`src/rtl/vga_timing_gen.sv`:
```
// VGA raster timing generator: free-running h/v counters with a single registered
// output stage that carries colour, syncs, display_active and line/frame pulses.
module vga_timing_gen #(
  parameter int H_DISPLAY  = 640,
  parameter int H_FRONT    = 16,
  parameter int H_SYNC     = 96,
  parameter int H_BACK     = 48,
  parameter int V_DISPLAY  = 480,
  parameter int V_FRONT    = 10,
  parameter int V_SYNC     = 2,
  parameter int V_BACK     = 33,
  parameter bit H_SYNC_POL = 1'b0,
  parameter bit V_SYNC_POL = 1'b0,
  parameter int COLOR_W    = 4,
  parameter int X_W        = 12,
  parameter int Y_W        = 11
) (
  input  logic               pixel_clock,
  input  logic               reset,
  input  logic               enable,
  input  logic [COLOR_W-1:0] red_in,
  input  logic [COLOR_W-1:0] green_in,
  input  logic [COLOR_W-1:0] blue_in,
  output logic [COLOR_W-1:0] red_out,
  output logic [COLOR_W-1:0] green_out,
  output logic [COLOR_W-1:0] blue_out,
  output logic               h_sync_out,
  output logic               v_sync_out,
  output logic [X_W-1:0]     h_position,
  output logic [Y_W-1:0]     v_position,
  output logic               display_active,
  output logic               line_start,
  output logic               frame_start
);

  localparam int H_TOTAL = H_DISPLAY + H_FRONT + H_SYNC + H_BACK;
  localparam int V_TOTAL = V_DISPLAY + V_FRONT + V_SYNC + V_BACK;

  localparam logic [X_W-1:0] H_LAST     = X_W'(H_TOTAL - 1);
  localparam logic [X_W-1:0] H_VIS_END  = X_W'(H_DISPLAY);
  localparam logic [X_W-1:0] H_SYNC_BEG = X_W'(H_DISPLAY + H_FRONT);
  localparam logic [X_W-1:0] H_SYNC_END = X_W'(H_DISPLAY + H_FRONT + H_SYNC);
  localparam logic [Y_W-1:0] V_LAST     = Y_W'(V_TOTAL - 1);
  localparam logic [Y_W-1:0] V_VIS_END  = Y_W'(V_DISPLAY);
  localparam logic [Y_W-1:0] V_SYNC_BEG = Y_W'(V_DISPLAY + V_FRONT);
  localparam logic [Y_W-1:0] V_SYNC_END = Y_W'(V_DISPLAY + V_FRONT + V_SYNC);

  logic [X_W-1:0] h_cnt;
  logic [Y_W-1:0] v_cnt;
  logic           h_wrap;
  logic           v_wrap;
  logic           visible;
  logic           h_in_sync;
  logic           v_in_sync;

  assign h_position = h_cnt;
  assign v_position = v_cnt;

  assign h_wrap    = (h_cnt == H_LAST);
  assign v_wrap    = (v_cnt == V_LAST);
  assign visible   = (h_cnt < H_VIS_END) && (v_cnt < V_VIS_END);
  assign h_in_sync = (h_cnt >= H_SYNC_BEG) && (h_cnt < H_SYNC_END);
  assign v_in_sync = (v_cnt >= V_SYNC_BEG) && (v_cnt < V_SYNC_END);

  always_ff @(posedge pixel_clock or posedge reset) begin
    if (reset) begin
      h_cnt          <= '0;
      v_cnt          <= '0;
      red_out        <= '0;
      green_out      <= '0;
      blue_out       <= '0;
      display_active <= 1'b0;
      line_start     <= 1'b0;
      frame_start    <= 1'b0;
      h_sync_out     <= ~H_SYNC_POL;
      v_sync_out     <= ~V_SYNC_POL;
    end else if (enable) begin
      h_cnt <= h_wrap ? '0 : h_cnt + X_W'(1);
      if (h_wrap) begin
        v_cnt <= v_wrap ? '0 : v_cnt + Y_W'(1);
      end
      // Output stage shows the pixel at the pre-increment position.
      red_out        <= visible ? red_in   : '0;
      green_out      <= visible ? green_in : '0;
      blue_out       <= visible ? blue_in  : '0;
      display_active <= visible;
      line_start     <= (h_cnt == '0);
      frame_start    <= (h_cnt == '0) && (v_cnt == '0);
      h_sync_out     <= h_in_sync ? H_SYNC_POL : ~H_SYNC_POL;
      v_sync_out     <= v_in_sync ? V_SYNC_POL : ~V_SYNC_POL;
    end else begin
      // Frozen: counters hold, output stage blanks.
      red_out        <= '0;
      green_out      <= '0;
      blue_out       <= '0;
      display_active <= 1'b0;
      line_start     <= 1'b0;
      frame_start    <= 1'b0;
      h_sync_out     <= ~H_SYNC_POL;
      v_sync_out     <= ~V_SYNC_POL;
    end
  end

endmodule

```
`config.mk`:
```
export PLATFORM = sky130hd
export DESIGN_NAME = vga_timing_gen
export DESIGN_NICKNAME = d
export VERILOG_FILES = /design/src/rtl/vga_timing_gen.sv
export SDC_FILE = /design/constraint.sdc
export NUM_CORES = 1
export LEC_CHECK = 0
export CELL_PAD_IN_SITES_DETAIL_PLACEMENT = 0
export CELL_PAD_IN_SITES_GLOBAL_PLACEMENT = 1
export CORE_MARGIN = 4
export CORE_UTILIZATION = 38
export DETAILED_ROUTE_END_ITERATION = 7
export PLACE_DENSITY_LB_ADDON = 0.12
export SETUP_SLACK_MARGIN = 0.5
export SYNTH_ARGS = -nofsm -noshare
export SYNTH_HDL_FRONTEND = slang
export SYNTH_SLANG_ARGS = --single-unit
```
`constraint.sdc`:
```
create_clock -name pixel_clock -period 4.25 [get_ports pixel_clock]
set_input_delay 0.425 -clock pixel_clock [delete_from_list [all_inputs] [get_ports pixel_clock]]
set_output_delay 0.425 -clock pixel_clock [all_outputs]
set_load 0.005 [all_outputs]
```
==> results of run 1 <==
registers in the layout, summed over array words and instances, names as in the netlist:
| name | count |
|---|---|
| blue_out | 4 |
| display_active | 1 |
| frame_start | 1 |
| green_out | 4 |
| h_position | 12 |
| h_sync_out | 1 |
| line_start | 1 |
| red_out | 4 |
| v_position | 11 |
| v_sync_out | 1 |
cell usage in the layout, fill, tap and decap left out, types with 5 or more instances in the layout:
cell,count
xor2_1,5
and2_1,14
nor2_1,12
inv_1,6
nand4_1,7
clkbuf_8,5
dfrtp_1,38
nand2_1,7
clkdlybuf4s50_1,54
nand3_1,6
xnor2_1,9
worst paths after layout:
kind	startpoint	to	slack (ns)
max in group asynchronous	reset	v_sync_out	2.86
worst min-delay path	h_position[11]	h_position[11]	0.52
worst max-delay path	enable	v_position[4]	1.61
worst max register to register	h_position[0]	v_position[4]	1.80
min in group asynchronous	reset	h_position[6]	0.58
worst min register to register	h_position[11]	h_position[11]	0.52
per-stage QoR:
step	worst slack (ns)	std cells	area, sq um	hold WS [ns]
after floorplan	2.37	160	1830	0.497
after global placement	1.41	260	2390	0.498
after detailed placement	1.28	260	2390	0.522
after CTS	1.58	268	2500	0.534
after global routing	1.38	268	2500	0.562
final	1.61	268	2500	0.523
layer usage:
metal | vias up | track usage (%)
met5 | - | 0
met2 | 40 | 24.9
li1 | 662 | -
met3 | 2 | 5.44
met4 | 0 | 4.27
met1 | 686 | 19.1
worst max-delay path: stages:
cell	delay, ns
clkdlybuf4s50_1	0.71
nand4_4	0.19
nor4_2	0.98
nand4_1	0.19
mux2_2	0.31
final cells by class:
type                       count  area [sq um]
fill                         393          2000
sequential                    40          1000
multi-input combinational    106           747
timing repair buffer          56           556
clock buffer                   5          68.8
tap                           52          65.1
clock inverter                 3          42.5
inverter                       6          22.5
cell families after synthesis:
kind of cell | synth area share [%]
compound gates | 3.83
xor+xnor | 6.71
fa+ha+maj | 2.74
buf+inv | 4.24
flops | 54.9
mux | 1.85
simple gates | 25.7
power breakdown:
group          leakage [nW]  internal (mW)  total, mW  switching (mW)
Sequential            0.521          0.416      0.475          0.0589
Clock                0.0541          0.174      0.306           0.132
Combinational         0.563          0.116      0.186          0.0702
Total                  1.14          0.706      0.967           0.261
==> flow_summary.toml, run 1 <==
[power_and_ir_drop]
pwr_density_cell_nw_per_um2 = 386
ir_worst_vdd_uv = 236
fin_total_pwr_mw = 0.967
p_leak_nw = 1.14

[logic_synthesis]
yosys_warnings = 0
synth_fp_nets = 179
yosys-top-cells-area = "dfrtp_1, and2_1, xnor2_1"
ys_seq_elements = 40
synth_top_area_share_pct = 52.0
yosys.area.top_type = "dfrtp_1"
ys.flop_type = "dfrtp_1"
synth_area_sq_um = 1830
avgSynthCellArea_sq_um = 11.4
yosysSeqAreaShare_pct = 54.9
synth-edff-count = 0
synth_cells = 160
synth_most_common_cell = "dfrtp_1"
synth_top_cells_by_count = "dfrtp_1, and2_1, nor2_1, xnor2_1"
async_flop_share_pct = 100
synthDistinctLibCells = 38

[global_route]
grt_pass1_vias = 1455
grt_max_degree = 22
antenna_found_initial = 0
grt_remaining_overflow = 0
grtUsageTotal_pct = 15.2
grt_first_pass_wirelength_microns = 7270

[timing]
skew_ns = 0.00349
hold_viol_final = 0
maxSlewViolCount = 0
worst_pin_slew_ns = 1.10
rsz0062_at_grt = "false"
min_period_ns = 2.64
slew_headroom_pct = 26.3
fin_crit_sh_pct = 62.1
fmax_mhz = 379
fin_tns_setup_ns = 0
finalSetupViolCount = 0

[cells_and_area]
final_nets = 234
area_growth_syn_to_layout_pct = 37.0
antenna_cells = 0
post-route-util_pct = 55.6
drive_above_1_share_pct = 10.6

[die]
die_width_microns = 77.4
dieArea_sq_um = 5980
row_count = 24
core_area_sq_um = 4500
die_y_microns = 77.4
num_io_pins = 55
start_util_pct = 40.6

[clock_network]
post_cts_buffers = 0
cts_tree = "yes"
clkTransAtPathRegs_ns = 0.08
postCtsHoldBufs = 0
clk_path_buf_depth = 2
numCtsBuffers = 5
clock_latency_ns = 0.28
clockRootBuffer = "clkbuf_8"
clock-sinks = 40
cts_htree_levels = 2
cts_resized = 0

[setup_path]
start_kind = "input pin"
critical_path_class = "in -> reg"
arrival_ns = 2.81
end_kind = "flip-flop"
cp_data_required_time_ns = 4.42
worstPathMaxFanout = 13
r2r_cells = 5

[detailed_routing]
drtIter0Drc = 72
wl_met3_microns = 284
first_pass_iters = 4
top_layer_used = "met4"
drc = 0
vias_per_cell = 5.19
wl_per_cell_microns = 15.8
antenna_left = 0
wirelength_microns = 4230
wl_met1_microns = 1780
route.met2.wl_microns = 2130
dr_total_vias = 1390

[min_path]
holdCritPathClass = "reg -> reg"
holdPathStages = 1

[placement]
place.gp.congestion = 0.802
dpl.hpwl_microns = 3130
port_buffers = 54

[outcome]
status = "completed"

[flow_run]
max_cap_viol_count = 0
Power figures use the tool's default switching activity.
==> inputs of run 2 (changes only) <==
CORE_UTILIZATION = 32   (was 38)
clock period = 2.3 ns   (was 4.25 ns; I/O delays follow)
==> run 2 against run 1 <==
- flip-flop and latch count is the same
- total power up 85%
- cell area increased by 4.0%
- combinational power is 120% higher
- clock skew increased by 0.0069 ns
- wire length increased by 3.1%
- core utilization down 8.6 points
- worst setup slack worse by 1.0 ns
- critical path depth decreased by 2
- cell count up 10%
- sequential power increased by 86%
- first-iteration DRC count fell by 2.8%
- critical path type is now reg -> reg
==> flow_summary.toml, run 2 (synthesis results as in run 1) <==
[die]
start_util_pct = 33.0
core_area_sq_um = 5540
dieArea_sq_um = 6990
die_y_microns = 83.6
num_io_pins = 55
die_width_microns = 83.6
row_count = 27

[timing]
fin_crit_sh_pct = 75.3
finalSetupViolCount = 0
rsz0062_at_grt = "false"
fmax_mhz = 577
maxSlewViolCount = 0
hold-worst-slack_ns = 0.361
fin_tns_setup_ns = 0
min_period_ns = 1.73
hold_viol_final = 0
slew_headroom_pct = 66.2
skew_ns = 0.0104
worst_pin_slew_ns = 0.507

[detailed_routing]
wirelength_microns = 4360
vias_per_cell = 4.82
wl_per_cell_microns = 14.7
first_pass_iters = 4
antenna_left = 0
drc = 0
drtIter0Drc = 70
dr_total_vias = 1426

[flow_run]
max_cap_viol_count = 0

[power_and_ir_drop]
pwr_density_cell_nw_per_um2 = 687
power.switching_mw = 0.489
p_leak_nw = 1.17
pwr-share-comb_pct = 22.6
ir_worst_vdd_uv = 345
pwr-share-seq_pct = 49.3
pwr-share-clk_pct = 28.1
swShare_pct = 27.3
p_int_mw = 1.30

[clock_network]
clock-sinks = 40
clkTransAtPathRegs_ns = 0.08
numCtsBuffers = 5
cts_htree_levels = 2
clock_latency_ns = 0.29
clk_path_buf_depth = 2
cts_tree = "yes"
clockRootBuffer = "clkbuf_8"

[setup_path]
critPathLaunch = "h_position[5]"
critPathSlowestCell = "or4_4"
r2r_start = "h_position[5]"
r2r_slack_ns = 0.57
start_kind = "flip-flop"
timing.rr.end = "v_position[3]"
worstPathMaxFanout = 7
end_kind = "flip-flop"
cp_cell_sequence = "or2_4 -> or4_4 -> a211o_2"
cp_data_required_time_ns = 2.48
worstSetupEndpoint = "v_position[3]"
r2r_cells = 3
slowest_delay_ns = 0.58
arrival_ns = 1.92
critical_path_class = "reg -> reg"

[placement]
place.gp.congestion = 0.738
port_buffers = 54
dpl.hpwl_microns = 3140

[cells_and_area]
final_cell_mix = "clkdlybuf4s50_1, dfrtp_1, and2_1, nor2_1, buf_4"
final_common_cell = "clkdlybuf4s50_1"
largest_reg_flops = 12
drive_above_1_share_pct = 17.0
area_growth_syn_to_layout_pct = 42.6
final_nets = 243
antenna_cells = 0

[global_route]
antenna_found_initial = 0
grt_pass1_vias = 1398
grt_max_degree = 41
grt_remaining_overflow = 0
grt_first_pass_wirelength_microns = 7210
grtUsageTotal_pct = 12.9

[min_path]
holdCritPathClass = "in -> async"

[outcome]
status = "completed"
run 2: changes by cell type in the layout (fill, tap and decap cells not counted), moves of 2 or more:
cell and change:
buf_4 +9, dfrtp_2 +4, clkbuf_8 +2, or2_4 +2, dfrtp_1 -4
run 2: worst min path at each step:
stage	endpoint	cells after the start
CTS	h_position[7]	3
global placement	h_position[11]	1
global route	h_position[1]	3
detailed placement	h_position[11]	1
finish	h_position[11]	3
floorplan	blue_out[0]	1
run 2: final cells by class:
| class | count | area, sq um |
|---|---|---|
| fill | 542 | 2930 |
| multi-input combinational | 106 | 766 |
| sequential | 40 | 1010 |
| timing repair buffer | 65 | 623 |
| tap | 72 | 90.1 |
| inverter | 6 | 22.5 |
| clock buffer | 7 | 96.3 |
run 2: power groups by stage:
stage / registers (mW) / clock network [mW] / logic, mW
global route: 0.895 / 0.550 / 0.449
detailed placement: 0.892 / 0 / 0.349
global placement: 0.893 / 0 / 0.346
CTS: 0.882 / 0.526 / 0.353
finish: 0.882 / 0.503 / 0.405
floorplan: 0.864 / 0 / 0.184
run 2: per-stage QoR:
stage          power, mW  setup slack, ns  utilization (%)  std cells  cell area [sq um]
2_1_floorplan       1.05            0.510                -        160               1830
5_1_grt             1.89            0.516             47.0        296               2610
3_3_place_gp        1.24            0.349             44.0        282               2440
4_1_cts             1.76            0.501             45.8        289               2540
3_5_place_dp        1.24            0.321             44.0        282               2440
6_report            1.79            0.568             47.0        296               2610
run 2: metal layers:
layer,vias to the layer above,part of all wire [%],track usage [%]
met4,0,0.90,3.80
met3,5,9.5,6.42
met1,696,43,15.8
li1,677,-,-
met2,48,46,19.9
met5,-,0,0
run 2: critical path: cells and delay by family, from the launching register on:
kind            cells  cell delay, ns
compound gates      1            0.31
flops               1            0.46
simple gates        2            0.86
run 2: repair_timing:
action,CTS,global route
setup endpoints to repair,4,4
hold buffers,0,0
setup buffers,0,7
gates resized for setup,2,5
pin swaps,0,4
==> inputs of run 3 (changes only) <==
CORE_UTILIZATION = 36   (was 32)
clock period = 1.6 ns   (was 2.3 ns; I/O delays follow)
==> run 3 against run 2 <==
- largest cell class is now non-clock buffers
- worst hold slack got worse by 0.16 ns
- first-iteration DRC count grew 7.1%
- clock-buffer cell count grew 1
- the run now ends with setup timing left
- critical path depth increased by 3
- via count is 19% higher
- wire length increased by 25%
- cell area increased by 33%
- critical path type unchanged
==> flow_summary.toml, run 3 (synthesis results as in run 1) <==
[timing]
fin_ws_ns = -0.117
hold-worst-slack_ns = 0.202
finalSetupViolCount = 14
maxSlewViolCount = 0
hold_viol_final = 0
fin_crit_sh_pct = 107
fmax_mhz = 582
rsz0062_at_grt = "true"
min_period_ns = 1.72
skew_ns = 0.00755
worst_pin_slew_ns = 0.348
slew_headroom_pct = 76.6

[cells_and_area]
largest_reg_flops = 12
final_common_cell = "buf_6"
final_cell_mix = "buf_6, dfrtp_1, buf_4, clkdlybuf4s50_1"
area_growth_syn_to_layout_pct = 88.9
stdcell_area_sq_um = 3450
drive_above_1_share_pct = 54.1
nFillCells = 345
final_nets = 310
antenna_cells = 0

[setup_path]
r2r_cells = 6
start_kind = "flip-flop"
r2r_start = "h_position[10]"
slowest_delay_ns = 0.39
cpMostUsedCell = "buf_6"
r2r_slack_ns = -0.12
end_kind = "flip-flop"
critPathSlowestCell = "dfrtp_1"
cp_data_required_time_ns = 1.78
arrival_ns = 1.90
timing.rr.end = "v_position[4]"
worstPathMaxFanout = 7
critical_path_class = "reg -> reg"
cp_cell_sequence = "or2_4 -> buf_6 -> nor4_4 -> buf_6 -> nand4_1 -> mux2_2"

[detailed_routing]
drc = 0
drtIter0Drc = 75
antenna_left = 0
dr_total_vias = 1702
wirelength_microns = 5420
first_pass_iters = 4
wl_per_cell_microns = 15.1
vias_per_cell = 4.74

[power_and_ir_drop]
p_leak_nw = 1.70
fin_total_pwr_mw = 3.25
pwr_density_cell_nw_per_um2 = 942
ir_worst_vdd_uv = 683

[die]
core_area_sq_um = 4820
start_util_pct = 37.9
row_count = 25
die_y_microns = 79.3
die_width_microns = 79.3
dieArea_sq_um = 6280
num_io_pins = 55

[global_route]
grt_pass1_vias = 1829
antenna_found_initial = 0
grt_first_pass_wirelength_microns = 8860
grt_remaining_overflow = 0
grt_max_degree = 22
grtUsageTotal_pct = 18.1

[outcome]
violations = "setup timing"
status = "complete, but fails checks"

[placement]
place_area_sq_um = 2700
dpl.hpwl_microns = 3420
port_buffers = 54
place.gp.congestion = 0.776
pre_cts_slack_ns = -0.234

[clock_network]
numCtsBuffers = 5
clkTransAtPathRegs_ns = 0.08
clk_path_buf_depth = 2
clock_latency_ns = 0.29
cts_tree = "yes"
cts_htree_levels = 2
postCtsHoldBufs = 0
clockRootBuffer = "clkbuf_8"
clock-sinks = 40

[min_path]
holdCritPathClass = "in -> async"

[flow_run]
max_cap_viol_count = 0
-- run 3: changes by cell type in the layout (fill, tap and decap cells not counted), sizes merged --
| cell | change |
|---|---|
| clkbuf | +2 |
| clkdlybuf4s15 | +10 |
| clkdlybuf4s50 | -40 |
| dlygate4sd2 | +6 |
| buf | +90 |
-- run 3: cell type report --
type	count	area, sq um	area share [%]
multi-input combinational	106	946	27.4
inverter	6	27.5	0.797
sequential	40	1000	29.1
clock buffer	8	90.1	2.61
tap	67	83.8	2.43
timing repair buffer	132	1300	37.7
-- run 3: where the power goes --
group / total [mW] / internal, mW / switching, mW
Combinational: 1.36 / 0.854 / 0.507
Sequential: 1.19 / 1.11 / 0.0825
Clock: 0.701 / 0.352 / 0.349
-- run 3: through the flow --
| step | TNS [ns] | utilization (%) | cells |
|---|---|---|---|
| 3_3_place_gp | -2.18 | 56.0 | 310 |
| 2_1_floorplan | -0.964 | - | 160 |
| 6_report | -0.933 | 71.7 | 359 |
| 5_1_grt | -2.11 | 71.7 | 359 |
| 3_5_place_dp | -2.36 | 56.0 | 310 |
| 4_1_cts | -0.417 | 67.5 | 350 |
-- run 3: per-layer routing --
| layer | vias to the layer above | routed length [microns] | track usage (%) |
|---|---|---|---|
| met4 | 0 | 47 | 5.33 |
| met5 | - | 0 | 0 |
| met2 | 45 | 2690 | 30.4 |
| li1 | 813 | - | - |
| met1 | 839 | 2330 | 22.3 |
| met3 | 5 | 353 | 5.44 |
-- run 3: repair_timing --
action	4_1_cts	5_1_grt
gates resized for setup	192	41
setup endpoints to repair	76	73
pin swaps	14	9
gates cloned	1	0
setup buffers	31	9
-- run 3: worst max path at each step --
| stage | endpoint | cells after the start | start | slack, ns |
|---|---|---|---|---|
| finish | v_position[4] | 6 | h_position[10] | -0.12 |
| global route | v_position[4] | 6 | h_position[0] | -0.18 |
| CTS | v_position[3] | 3 | h_position[10] | -0.08 |
| detailed placement | v_position[3] | 4 | enable | -0.23 |
| global placement | v_position[3] | 4 | enable | -0.22 |
| floorplan | v_position[3] | 5 | h_position[0] | -0.16 |
-- run 3: critical path, delay by kind of cell (launching register included) --
family	cells	cell delay, ns
buf+inv	2	0.30
flops	1	0.39
mux	1	0.29
simple gates	3	0.63
